===== src/rtl/morse_keyer.sv =====
`timescale 1ns/1ps
// morse_keyer
//
// Sends one Morse character (up to five dot/dash symbols) or a word space
// for each accepted START request. Symbol timing is derived from a unit
// prescaler of UNIT_CYCLES clock cycles.
//
// Optional feature macro: MORSE_KEYER_TONE_EN adds a square-wave sidetone
// output (TONE) that runs only while KEY is high.
//
// Parameters
//   UNIT_CYCLES  clock cycles per Morse time unit (2..65535)
//   TONE_HALF    clock cycles per TONE half-period (1..65535, tone build only)
//
// Ports
//   CLK      in   system clock, rising edge
//   RST      in   asynchronous active-high reset
//   START    in   request to send one character (accepted only when idle)
//   PATTERN  in   [4:0] symbols, 0 = dot, 1 = dash, bit 0 sent first
//   LEN      in   [2:0] symbol count, 0 = word space, 6..7 clamp to 5
//   BUSY     out  character or space in progress
//   DONE     out  one-cycle pulse on the final cycle of a character/space
//   KEY      out  registered keying line, high during a mark
//   TONE     out  sidetone (MORSE_KEYER_TONE_EN only)
//
// state  | meaning
// -------+-------------------------------------------------------------
// IDLE   | waiting for START
// MARK   | key down for one symbol (1 unit dot, 3 units dash)
// GAP    | 1 unit key up between symbols of the same character
// CGAP   | 3 units key up after the last symbol; DONE on its final cycle
// WGAP   | 7 units key up for a word space; DONE on its final cycle
module morse_keyer #(
    parameter int UNIT_CYCLES = 4,
    parameter int TONE_HALF   = 2
) (
    input  logic       CLK,
    input  logic       RST,
    input  logic       START,
    input  logic [4:0] PATTERN,
    input  logic [2:0] LEN,
    output logic       BUSY,
    output logic       DONE,
    output logic       KEY
`ifdef MORSE_KEYER_TONE_EN
    ,
    output logic       TONE
`endif
);

    if (UNIT_CYCLES < 2 || UNIT_CYCLES > 65535) begin : g_bad_unit_cycles
        $error("morse_keyer: UNIT_CYCLES out of range 2..65535");
    end
    if (TONE_HALF < 1 || TONE_HALF > 65535) begin : g_bad_tone_half
        $error("morse_keyer: TONE_HALF out of range 1..65535");
    end

    localparam logic [15:0] PRE_LAST = 16'(UNIT_CYCLES - 1);

    typedef enum logic [2:0] {
        S_IDLE = 3'd0,
        S_MARK = 3'd1,
        S_GAP  = 3'd2,
        S_CGAP = 3'd3,
        S_WGAP = 3'd4
    } state_t;

    state_t      state_q, state_d;
    logic [15:0] pre_q,   pre_d;     // unit prescaler, counts up and wraps
    logic [2:0]  units_q, units_d;   // units remaining in this state after the current one
    logic [4:0]  pat_q,   pat_d;     // shifted right so bit 0 is always the current symbol
    logic [2:0]  sym_q,   sym_d;     // symbols remaining after the current one
    logic        key_q,   key_d;

    logic [2:0]  len_clamped;
    logic        unit_end;
    logic        last_unit;

    always_comb begin
        state_d     = state_q;
        pre_d       = pre_q;
        units_d     = units_q;
        pat_d       = pat_q;
        sym_d       = sym_q;
        len_clamped = (LEN > 3'd5) ? 3'd5 : LEN;
        unit_end    = (pre_q == PRE_LAST);
        last_unit   = unit_end && (units_q == 3'd0);

        if (state_q != S_IDLE) begin
            if (unit_end) begin
                pre_d = 16'd0;
                if (units_q != 3'd0) begin
                    units_d = units_q - 3'd1;
                end
            end else begin
                pre_d = pre_q + 16'd1;
            end
        end

        case (state_q)
            S_IDLE: begin
                if (START) begin
                    pre_d = 16'd0;
                    pat_d = PATTERN;
                    if (len_clamped == 3'd0) begin
                        state_d = S_WGAP;
                        units_d = 3'd6;
                        sym_d   = 3'd0;
                    end else begin
                        state_d = S_MARK;
                        units_d = PATTERN[0] ? 3'd2 : 3'd0;
                        sym_d   = len_clamped - 3'd1;
                    end
                end
            end
            S_MARK: begin
                if (last_unit) begin
                    if (sym_q == 3'd0) begin
                        state_d = S_CGAP;
                        units_d = 3'd2;
                    end else begin
                        state_d = S_GAP;
                        units_d = 3'd0;
                        sym_d   = sym_q - 3'd1;
                        pat_d   = {1'b0, pat_q[4:1]};
                    end
                end
            end
            S_GAP: begin
                if (last_unit) begin
                    state_d = S_MARK;
                    units_d = pat_q[0] ? 3'd2 : 3'd0;
                end
            end
            S_CGAP, S_WGAP: begin
                if (last_unit) begin
                    state_d = S_IDLE;
                end
            end
            default: begin
                state_d = S_IDLE;
            end
        endcase

        // KEY is registered from the next state so it tracks MARK exactly.
        key_d = (state_d == S_MARK);
    end

    always_ff @(posedge CLK or posedge RST) begin
        if (RST) begin
            state_q <= S_IDLE;
            pre_q   <= 16'd0;
            units_q <= 3'd0;
            pat_q   <= 5'd0;
            sym_q   <= 3'd0;
            key_q   <= 1'b0;
        end else begin
            state_q <= state_d;
            pre_q   <= pre_d;
            units_q <= units_d;
            pat_q   <= pat_d;
            sym_q   <= sym_d;
            key_q   <= key_d;
        end
    end

    assign BUSY = (state_q != S_IDLE);
    assign DONE = ((state_q == S_CGAP) || (state_q == S_WGAP)) && last_unit;
    assign KEY  = key_q;

`ifdef MORSE_KEYER_TONE_EN
    localparam logic [15:0] TONE_LAST = 16'(TONE_HALF - 1);

    logic [15:0] tone_cnt_q, tone_cnt_d;
    logic        tone_q,     tone_d;

    // Driven from key_d so TONE starts and stops on the same cycles as KEY.
    always_comb begin
        tone_cnt_d = 16'd0;
        tone_d     = 1'b0;
        if (key_d) begin
            if (tone_cnt_q == TONE_LAST) begin
                tone_cnt_d = 16'd0;
                tone_d     = ~tone_q;
            end else begin
                tone_cnt_d = tone_cnt_q + 16'd1;
                tone_d     = tone_q;
            end
        end
    end

    always_ff @(posedge CLK or posedge RST) begin
        if (RST) begin
            tone_cnt_q <= 16'd0;
            tone_q     <= 1'b0;
        end else begin
            tone_cnt_q <= tone_cnt_d;
            tone_q     <= tone_d;
        end
    end

    assign TONE = tone_q;
`endif

endmodule


===== config.mk =====
export PLATFORM = sky130hd
export DESIGN_NAME = morse_keyer
export DESIGN_NICKNAME = d
export VERILOG_FILES = /design/src/rtl/morse_keyer.sv
export SDC_FILE = /design/constraint.sdc
export NUM_CORES = 1
export LEC_CHECK = 0
export ABC_AREA = 1
export ABC_CLOCK_PERIOD_IN_PS = 3300
export BUFFER_PORTS_ARGS = -buffer_cell sky130_fd_sc_hd__buf_2
export CAP_MARGIN = 20
export CORE_AREA = 2 2 63 65
export DETAILED_ROUTE_END_ITERATION = 8
export DIE_AREA = 0 0 65 67
export PLACE_DENSITY_LB_ADDON = 0.25
export SYNTH_ARGS = -nofsm -noshare
export SYNTH_HDL_FRONTEND = slang
export SYNTH_SLANG_ARGS = --single-unit
export TNS_END_PERCENT = 1

===== constraint.sdc =====
create_clock -name CLK -period 3.3 [get_ports CLK]
set_input_delay 0.99 -clock CLK [delete_from_list [all_inputs] [get_ports CLK]]
set_output_delay 0.99 -clock CLK [all_outputs]
set_load 0.01 [all_outputs]

==> flow_metrics.env <==
export IMPL_status="complete, no violations"
export IMPL_synth_edf_count=0
export IMPL_relSlewSlack_pct=68.4
export IMPL_min_period_ps=2720
export IMPL_tightest_slew_ps=472
export IMPL_vias=1877
export IMPL_antennaDiodeCount=0
export IMPL_synth_most_common_cell="nand2_1"
export IMPL_finalNetCount=325
export IMPL_crit_buf_inv=2
export IMPL_io_pins=14
export IMPL_cp_slowest_cell="dfrtp_1"
export IMPL_skew_ps=3.78
export IMPL_rsz0062_at_grt="no"
export IMPL_synth_nets=310
export IMPL_final_hold_viol_count=0
export IMPL_ys_seq_area_share_pct=37.0
export IMPL_netlist_area_mm2=0.00210
export IMPL_yosys_register_bits=31
export IMPL_path_cells="ha_1 > inv_2 > nor2_2 > nand2_2 > nor2_8 > nand3_4 > nor3_1 > buf_2"
export IMPL_n_fill_cell=351
export IMPL_grt_usage_pct=23.3
export IMPL_clk_path_buf_depth=2
export IMPL_maxCapViolCount=0
export IMPL_grt_max_degree=32
export IMPL_ir_drop_mv=0.489
export IMPL_regToRegSetupSlack_ps=1490
export IMPL_synth_cell_types=33
export IMPL_placed_cell_area_mm2=0.00219
export IMPL_path_max_fanout=8
export IMPL_firstDrtPassIters=4
export IMPL_fin_setup_tns_ps=0
export IMPL_die_area_mm2=0.00436
export IMPL_clockRootBuffer="clkbuf_8"
export IMPL_rows=22
export IMPL_cts_buffers=5
export IMPL_synth_common_cells="nand2_1, nor2_1, dfrtp_1"
export IMPL_cp_required_ps=2310
export IMPL_antenna_found_initial=0
export IMPL_hp_class="register to register"
export IMPL_overflow=0
export IMPL_p_leak_nw=1.09
export IMPL_max_stage_delay_ps=400
export IMPL_postSynthAreaPerCell_um2=7.18
export IMPL_yosys_area_top_type="dfrtp_1"
export IMPL_htree_levels=2
export IMPL_worstPathArrival_ps=1730
export IMPL_io_buffers=13
export IMPL_slew_violations=0
export IMPL_cts_tree="done"
export IMPL_drtIter0Drc=105
export IMPL_cp_start_kind="register"
export IMPL_area_growth_syn_to_layout_pct=8.83
export IMPL_holdPathEnd="pat_q[4]"
export IMPL_r2r_end="pre_q[8]"
export IMPL_holdBufCountCts=0
export IMPL_final_util_pct=63.3
export IMPL_clk_pin_slew_ps=60
export IMPL_fmax_mhz=368
export IMPL_ys_flop_type="dfrtp_1"
export IMPL_syn_inst=292
export IMPL_grt_pass1_wl_um=7620
export IMPL_hold_depth=2
export IMPL_clkLatencyLatePin_ps=280
export IMPL_p_total_w=0.00174
export IMPL_dp_hpwl_um=3270
export IMPL_core_area_mm2=0.00361
export IMPL_cts_sinks=31
export IMPL_hold_start="pat_q[4]"
export IMPL_critPathCaptureType="output port"
export IMPL_final_area_mm2=0.00228
export IMPL_min_period_over_period_pct=82.5
export IMPL_ant_nets=0
export IMPL_cp_top_family="simple AND/OR/NAND/NOR gates"
export IMPL_r2r_start="pre_q[0]"
export IMPL_start_util_pct=58.2
export IMPL_worstSetupPathType="register to output port"
export IMPL_yosysTopAreaCellShare_pct=37.0
export IMPL_async_flop_share_pct=100
export IMPL_grt_pass1_vias=1721
export IMPL_synthTopCellsByArea="dfrtp_1, nand2_1, nor2_1"
export IMPL_routed_wl_um=4240
export IMPL_die_h_um=67
export IMPL_yosysWarnings=0
export IMPL_drc=0
export IMPL_cts_resized=0
export IMPL_postCtsSetupBuffers=0
export IMPL_vias_per_cell=5.29
export IMPL_final_layout_size_suffix_gt1_share_pct=14.0
export IMPL_setup_viol=0
export IMPL_crit_start="pre_q[0]"
export IMPL_die_w_um=65
export IMPL_rr_worst_depth=9
export IMPL_gp_congestion=0.819
export IMPL_avgRoutedWirePerCell_um=11.9
export IMPL_power_density_mw_per_mm2=762
## worst reg2reg max path, delay by kind of cell (launching register included)
| family | cells | cell delay [ps] |
|---|---|---|
| AO/OA/AOI/OAI | 2 | 190 |
| buffers and inverters | 1 | 80 |
| AND/OR/NAND/NOR | 5 | 770 |
| flip-flops | 1 | 400 |
| adder cells (fa/ha/maj) | 1 | 260 |
## stage by stage
step | setup slack, ps | hold slack, ps | instances
final | 579 | 501 | 355
after global routing | 379 | 524 | 355
after CTS | 558 | 503 | 355
after detailed placement | 869 | 488 | 348
after global placement | 903 | 473 | 348
after floorplan | 961 | 459 | 292
## cell type report
class	count	area (um^2)	share of cell area, %
clock inverters	1	5.00	0.219
clock buffers	6	82.6	3.62
well taps	48	60.1	2.63
repair buffers	14	72.6	3.18
flip-flops and latches	31	776	34.0
multi-input cells	220	1150	50.4
inverters	35	136	5.98
## cell usage in the layout, fill, tap and decap left out, types with 2 or more instances in the layout
cell | netlist | layout
a21oi_1 | 7 | 7
buf_2 | 1 | 13
clkbuf_8 | 0 | 6
dfrtp_1 | 31 | 31
ha_1 | 7 | 7
inv_1 | 28 | 28
inv_2 | 6 | 6
nand2_1 | 70 | 70
nand2_2 | 5 | 5
nand3_1 | 27 | 27
nand3b_1 | 2 | 2
nand4_1 | 6 | 6
nor2_1 | 39 | 39
nor2_2 | 2 | 2
nor3_1 | 8 | 8
o21ai_0 | 9 | 9
o21ai_1 | 13 | 13
o21ai_2 | 3 | 3
o21bai_1 | 2 | 2
o31ai_1 | 2 | 2
xnor2_1 | 2 | 2
xor2_1 | 7 | 7
## worst max-delay path by stage
| stage | to | slack (ps) | depth (start not counted) |
|---|---|---|---|
| after floorplan | DONE | 960 | 7 |
| after global routing | DONE | 380 | 8 |
| final | DONE | 580 | 8 |
| after CTS | DONE | 560 | 8 |
| after detailed placement | DONE | 870 | 8 |
| after global placement | DONE | 900 | 8 |
## layer usage
layer	part of all wire (%)	track usage [%]	up-vias
li1	-	-	975
met1	45	28.5	862
met2	50	39.9	30
met3	3.6	5.07	10
met4	1.7	8.78	0
met5	0	0	-
## kinds of logic (layout without fill, tap and decap cells)
group | Yosys count | after routing | share of synthesized area [%]
DFF | 31 | 31 | 37.0
and+or+nand+nor | 165 | 165 | 36.1
AOI/OAI and AO/OA | 39 | 39 | 10.8
adders and majority gates | 7 | 7 | 4.18
xor gates and xnor gates | 9 | 9 | 3.76
buffers and inverters | 41 | 56 | 8.17
## state kept, by name, summed over array words and instances, names as in the netlist
signal / flops
pre_q: 16
pat_q: 5
state_q: 3
sym_q: 3
units_q: 3
KEY: 1
## where the power goes
group | total (W) | internal (W) | leakage [nW] | switching [W]
logic | 0.000893 | 0.000300 | 0.636 | 0.000592
clock network | 0.000294 | 0.000163 | 0.0470 | 0.000131
registers | 0.000553 | 0.000487 | 0.409 | 0.0000653
total | 0.00174 | 0.000950 | 1.09 | 0.000788
Power figures use the tool's default switching activity.
